--- src/rtl/alu_pkg.sv ---
// alu_pkg: shared width constant and opcode encoding for the 16-bit ALU.
package alu_pkg;

  localparam int ALU_W = 16;

  typedef enum logic [3:0] {
    ALU_AND  = 4'b0000,
    ALU_OR   = 4'b0001,
    ALU_ADD  = 4'b0010,
    ALU_SUB  = 4'b0110,
    ALU_SLT  = 4'b0111,
    ALU_NOR  = 4'b1100,
    ALU_NAND = 4'b1101
  } alu_op_e;

  // True for the opcodes that produce a defined result; the rest yield zero.
  function automatic logic alu_op_known(input logic [3:0] op);
    case (op)
      ALU_AND, ALU_OR, ALU_ADD, ALU_SUB,
      ALU_SLT, ALU_NOR, ALU_NAND: alu_op_known = 1'b1;
      default:                    alu_op_known = 1'b0;
    endcase
  endfunction

endpackage : alu_pkg

--- src/rtl/alu_core.sv ---
// alu_core: combinational datapath of the ALU. Produces the next result,
// its zero flag and, when ALU_OVERFLOW_EN is defined, the signed-overflow
// flag for ADD/SUB.
module alu_core
  import alu_pkg::*;
(
  input  logic [3:0]       op,
  input  logic [ALU_W-1:0] a,
  input  logic [ALU_W-1:0] b,
  output logic [ALU_W-1:0] result_d,
  output logic             zero_d
`ifdef ALU_OVERFLOW_EN
  , output logic           overflow_d
`endif
);

  logic [ALU_W-1:0] sum;
  logic [ALU_W-1:0] diff;
  logic             a_lt_b;

  // Shared adder/subtractor and a real signed compare so SLT stays correct
  // even when a - b would overflow.
  always_comb begin
    sum    = a + b;
    diff   = a - b;
    a_lt_b = ($signed(a) < $signed(b));
  end

  // Result mux; unknown opcodes deliberately produce zero.
  always_comb begin
    result_d = '0;
    if (alu_op_known(op)) begin
      case (alu_op_e'(op))
        ALU_AND:  result_d = a & b;
        ALU_OR:   result_d = a | b;
        ALU_ADD:  result_d = sum;
        ALU_SUB:  result_d = diff;
        ALU_SLT:  result_d = {{(ALU_W-1){1'b0}}, a_lt_b};
        ALU_NOR:  result_d = ~(a | b);
        ALU_NAND: result_d = ~(a & b);
        default:  result_d = '0;
      endcase
    end
  end

  // Zero flag comes from the exact value that gets registered as result.
  always_comb begin
    zero_d = (result_d == '0);
  end

`ifdef ALU_OVERFLOW_EN
  // Signed overflow: operands agree in sign (ADD) or disagree (SUB) and
  // the result's sign breaks away from operand a.
  always_comb begin
    overflow_d = 1'b0;
    case (op)
      ALU_ADD: overflow_d = (a[ALU_W-1] == b[ALU_W-1]) &&
                            (sum[ALU_W-1] != a[ALU_W-1]);
      ALU_SUB: overflow_d = (a[ALU_W-1] != b[ALU_W-1]) &&
                            (diff[ALU_W-1] != a[ALU_W-1]);
      default: overflow_d = 1'b0;
    endcase
  end
`endif

endmodule : alu_core

--- src/rtl/alu.sv ---
// alu: 16-bit signed ALU with one cycle of latency. Registers result, zero
// and valid_out; result/zero hold when valid_in is low.
// Optional feature macro: ALU_OVERFLOW_EN adds the registered overflow output.
module alu
  import alu_pkg::*;
(
  input  logic             clk,
  input  logic             rst,
  input  logic             valid_in,
  input  logic [3:0]       op,
  input  logic [ALU_W-1:0] a,
  input  logic [ALU_W-1:0] b,
  output logic [ALU_W-1:0] result,
  output logic             zero,
  output logic             valid_out
`ifdef ALU_OVERFLOW_EN
  , output logic           overflow
`endif
);

  logic [ALU_W-1:0] result_d, result_q;
  logic             zero_d, zero_q;
  logic             valid_q;
`ifdef ALU_OVERFLOW_EN
  logic             overflow_d, overflow_q;
`endif

  alu_core u_core (
    .op       (op),
    .a        (a),
    .b        (b),
    .result_d (result_d),
    .zero_d   (zero_d)
`ifdef ALU_OVERFLOW_EN
    , .overflow_d (overflow_d)
`endif
  );

  // Valid pipeline: valid_out is valid_in delayed by one edge.
  always_ff @(posedge clk or posedge rst) begin
    if (rst) valid_q <= 1'b0;
    else     valid_q <= valid_in;
  end

  // Output registers load only on accepted operations, otherwise hold.
  always_ff @(posedge clk or posedge rst) begin
    if (rst) begin
      result_q <= '0;
      zero_q   <= 1'b1;
    end else if (valid_in) begin
      result_q <= result_d;
      zero_q   <= zero_d;
    end
  end

`ifdef ALU_OVERFLOW_EN
  // Overflow flag travels with result.
  always_ff @(posedge clk or posedge rst) begin
    if (rst)           overflow_q <= 1'b0;
    else if (valid_in) overflow_q <= overflow_d;
  end

  assign overflow = overflow_q;
`endif

  assign result    = result_q;
  assign zero      = zero_q;
  assign valid_out = valid_q;

endmodule : alu

--- config.mk ---
export PLATFORM = sky130hd
export DESIGN_NAME = alu
export DESIGN_NICKNAME = d
export VERILOG_FILES = /design/src/rtl/alu_pkg.sv /design/src/rtl/alu_core.sv /design/src/rtl/alu.sv
export SDC_FILE = /design/constraint.sdc
export NUM_CORES = 1
export LEC_CHECK = 0
export CORE_AREA = 2 2 93 86
export CTS_BUF_LIST = sky130_fd_sc_hd__clkbuf_8
export CTS_CLUSTER_SIZE = 16
export DETAILED_ROUTE_END_ITERATION = 7
export DIE_AREA = 0 0 95 88
export PLACE_DENSITY = 0.82
export RECOVER_POWER = 25
export SETUP_SLACK_MARGIN = 0.02
export SYNTH_ARGS = -nofsm -noshare
export SYNTH_HDL_FRONTEND = slang
export SYNTH_SLANG_ARGS = --single-unit
--- constraint.sdc ---
create_clock -name clk -period 0.8 [get_ports clk]
set_input_delay 0.16 -clock clk [delete_from_list [all_inputs] [get_ports clk]]
set_output_delay 0.16 -clock clk [all_outputs]
set_load 0.02 [all_outputs]
# Word level (Yosys, flattened, before mapping)
# Cells that the tools add are included.
# op_classes
add_sub_neg	2
n_mul	0
div	0
magnitude_cmp	1
eq_ne	6
n_shift	0
n_mux	3
n_bitwise	4
reduce_logical	3
# ops
op	n
16-bit case mux with 7 select lines	1
16-bit inverter	2
16-bit adder	1
16-bit AND	1
16-bit logical NOT	1
16-bit < comparator	1
16-bit two-way mux	1
16-bit OR	1
16-bit subtractor	1
4-bit by 3-bit == test with 1-bit output (second input constant)	2
4-bit == test (second input constant)	2
7-bit OR reduction	1
4-bit by 1-bit == test with 1-bit output (second input constant)	1
4-bit by 2-bit == test with 1-bit output (second input constant)	1
4-bit logical NOT	1
1-bit two-way mux	1
# totals
ff_bits	18
latchBits	0
ram_bits	0
mem_bits_ro	0
output_inout_bits	18
elab_cells	22
mem_count	0

# Longest topological paths before layout
# depth
word_depth	5
depth_mapped	13

# Cells and area by module
# From an unflattened synthesis, not the netlist that was laid out.
# hier_totals
cells_unflattened	446
area_unflattened_um2	3583.4
# by_module_without_submodules
mod	n_inst	cells_each	area_per_inst_um2	seq_area_each_um2
alu_core	1	408	2867.8	0.0
alu	1	38	715.7	451.7

# Least setup slack after synthesis
# OpenSTA, ideal clock, no wires.
# synth_timing
kind	input-to-reg
from	in a[0]
to	reg zero_q, in the netlist zero
setup_time_ps	61
arrival_time_ps	2676
slack_ps	-1936
path_stages	11
n_path_buf	0
path_cell_list	ha_1 fa_1 a21o_1 and3_4 or3_1 a31o_1 a221o_1 a21oi_2 nand4_1 nor4b_2 a32o_2
# synth_via
elab_chain_cells	5
# synth_rtl
element	line	text
from (decl)	alu.sv:11	input logic [ALU_W-1:0] a,
parallel branches: the longest is 2 deep, another holds 16-bit subtractor	n/a	
16-bit case mux with 7 select lines (*)	alu_core.sv:33	case (alu_op_e'(op))
16-bit two-way mux (*)	alu_core.sv:32	if (alu_op_known(op)) begin
16-bit logical NOT (*)	alu_core.sv:48	zero_d = (result_d == '0);
to (signal assigned)	alu.sv:52	zero_q <= zero_d;
to (decl)	alu.sv:22	logic zero_d, zero_q;
# Every way passes the cells marked *.
# A chain may end at the register's enable or synchronous reset.

# Worst setup path after layout
# Same ends and word-level chain as after synthesis.

==> flow_summary.ini <==
[run_status]
status = finished, violations left
violations = setup timing

[critical_path]
cp.arrival_ps = 3110
path_cells = buf_8 > buf_12 > inv_12 > ha_4 > inv_4 > fa_2 > nand2b_4 > a211o_1 > a211oi_2 > a211oi_2 > o311ai_2 > a22oi_2 > nand4_1 > nor4b_2 > a32o_2
end_kind = register
crit_path_max_fanout = 4
slowest_delay_ps = 440
cp_common_cell = a211oi_2
critPathBufInv = 4
path_delay_family = compound AO/OA/AOI/OAI gates
cp_slowest_cell = a211oi_2
start_kind = input port
required_ps = 1020
critPathKind = in2reg

[place]
dp_slack_ps = -2557
dpl.hpwl_um = 11170
portBuffers = 56
placed_cells = 785
gp_congestion = 0.9854

[timing]
clock_skew_ps = 0
layout_setup_ws_ps = -2086
setup_viol = 35
hold_viol = 0
drv_slew = 0
fin_crit_sh = 3.607
slew_headroom = 0.5142
rsz0062_at_grt = true
max_freq_mhz = 346.5
min_period_ps = 2886
tightest_slew_ps = 728.7

[pwr]
power.density_mw_per_mm2 = 1075
p_leak_nw = 3.043
ir_drop_mv = 0.9875

[die]
core-area_sq_mm = 0.007395
ios = 57
dieArea_sq_mm = 0.008360
initial_core_util = 0.4838
dieWidth_um = 95
fp.dieH_um = 88
rows = 30

[routing]
drt-pass1-iter-count = 7
drt-total-wl_um = 21150
drtIter0Drc = 958
dr_total_vias = 5736
antenna_left = 0
via_per_inst = 6.978
wl_per_cell_um = 25.73
drc = 0

[cts]
ctsHtreeMaxLevel = 1
cts_buffers = 3
cts_num_sinks = 18
ctsHoldBuffers = 0
clockBufferDepth = 2
clock_latency_ps = 280
cts_tree = done
clockRootBuffer = clkbuf_8
clkTransAtPathRegs_ps = 80

[hold_path]
min_path_type = in2async

[logic_synthesis]
synth.avg_cell_area_sq_um = 7.376
synth-edff-count = 0
ys_warn_count = 0
async_reset_ff_frac = 1.000
synth.ff_latch_count = 18
synth_nets = 580
synthesis.area_sq_mm = 0.003577
syn_inst = 485
yosysUniqueCellTypes = 73
seq_area_frac_synth = 0.1263
synth_ff_type = dfrtp_1

[finish]
nNetsFinal = 822
drive_above_1_share = 0.5317
syn_to_final_growth_pct = 85.03
instances_no_fill = 822
multi_input_area_sq_mm = 0.003558
fillers = 301
seq_area_sq_um = 451.7
antennaDiodeCount = 0

[grt]
grt_max_degree = 26
global_route.usage.total = 0.4332
grt_pass1_vias = 5563
grt_pass1_wl_um = 27940
grt_antenna_before_repair = 0
gr-total-overflow = 0

[job]
drv_cap = 0
-- kinds of logic (layout without fill, tap and decap cells) --
logic type,Yosys count,after routing,synth area share
AOI/OAI and AO/OA,166,166,0.3260
and+or+nand+nor,148,148,0.2102
buffers and inverters,81,322,0.09304
adders and majority gates,56,56,0.2001
DFF,18,18,0.1263
muxes,11,11,0.03218
xor gates and xnor gates,5,5,0.01224
-- final timing paths --
| path | startpoint | end | slack (ps) | depth (start not counted) |
|---|---|---|---|---|
| max in group asynchronous | rst | zero | 80 | 3 |
| setup / recovery | a[0] | zero | -2090 | 15 |
| hold / removal | rst | result[6] | 360 | 3 |
| hold reg to reg | result[14] | result[14] | 560 | 1 |
| min in group clk | result[14] | result[14] | 560 | 1 |
| setup reg to reg | result[4] | result[4] | -190 | 3 |
-- final cells by class --
cell class | instances | area share
tap | 96 | 0.01815
timing repair buffer | 265 | 0.3329
clock buffer | 4 | 0.008318
inverter | 53 | 0.03478
sequential | 18 | 0.06824
multi-input combinational | 386 | 0.5376
-- sequential cells by signal, indices dropped and copies added (netlist names) --
name	flops
zero	1
result	16
valid_out	1
-- layer usage --
layer,GRT usage,vias up,part of all wire
li1,-,2246,-
met1,0.4801,2581,0.33
met2,0.7157,654,0.43
met3,0.09552,255,0.13
met4,0.3505,0,0.11
met5,0,-,0
-- metrics by stage --
step	total power [mW]	instance area [sq um]	utilization	hold slack [ps]	TNS, ps
floorplan	3.067	3886	-	97.84	-18400
global placement	4.797	5759	0.7788	483.8	-39950
detailed placement	4.915	5759	0.7788	492.9	-41350
CTS	6.287	6401	0.8657	211.1	-26560
global route	7.289	6619	0.8951	389.5	-30090
finish	7.118	6619	0.8951	362.6	-29290
-- where the power goes --
group / internal (mW) / switching [mW] / total [mW]
registers: 1.03 / 0.108 / 1.14
logic: 2.44 / 2.70 / 5.14
clock network: 0.441 / 0.397 / 0.838
-- worst min-delay path: cells and delay by family --
kind | cells | cell delay (ps)
buffers and inverters | 3 | 930
-- synthesized netlist by cell type, types with 4 or more instances --
cell / n / area share
buf_2: 11 / 0.015
ha_1: 54 / 0.19
nor3_1: 13 / 0.018
mux2_2: 4 / 0.013
o21ai_0: 16 / 0.022
or2_2: 4 / 0.0070
nand3b_1: 4 / 0.0084
nand4_1: 4 / 0.0070
nand2_1: 27 / 0.028
a211oi_1: 7 / 0.015
a22oi_1: 11 / 0.023
nor4_1: 5 / 0.0087
xnor2_1: 5 / 0.012
o211ai_1: 12 / 0.025
nand3_1: 7 / 0.0098
clkbuf_1: 12 / 0.013
a221o_1: 4 / 0.011
nor2_1: 52 / 0.055
a21o_1: 8 / 0.017
inv_1: 53 / 0.056
o21ai_1: 4 / 0.0056
dfrtp_1: 17 / 0.12
mux2i_1: 7 / 0.020
a31oi_1: 4 / 0.0070
a21oi_1: 49 / 0.069
nor2b_1: 13 / 0.023
-- layout by cell type (no fill, tap or decap), drive strengths merged, types with 5 or more instances in the layout --
master / netlist / final
clkbuf: 12 / 7
o211ai: 12 / 12
a21oi: 51 / 51
mux2i: 7 / 7
a22oi: 12 / 12
dlygate4sd2: 0 / 8
nand2: 27 / 27
nand3: 7 / 7
a21o: 8 / 8
clkdlybuf4s50: 0 / 12
clkdlybuf4s15: 0 / 8
dfrtp: 17 / 17
nor4: 5 / 5
buf: 16 / 234
nor2: 53 / 53
inv: 53 / 52
a211oi: 8 / 8
xnor2: 5 / 5
nor2b: 13 / 13
nor3: 13 / 13
o21ai: 20 / 20
ha: 54 / 54
-- timing repair --
| item | in CTS | in global routing |
|---|---|---|
| resized for setup | 253 | 47 |
| endpoints found under the setup margin | 35 | 35 |
| setup buffers | 32 | 9 |
| endpoints found under the hold margin | 0 | 0 |
| pin swaps | 63 | 48 |
(Power assumes the default switching activity.)
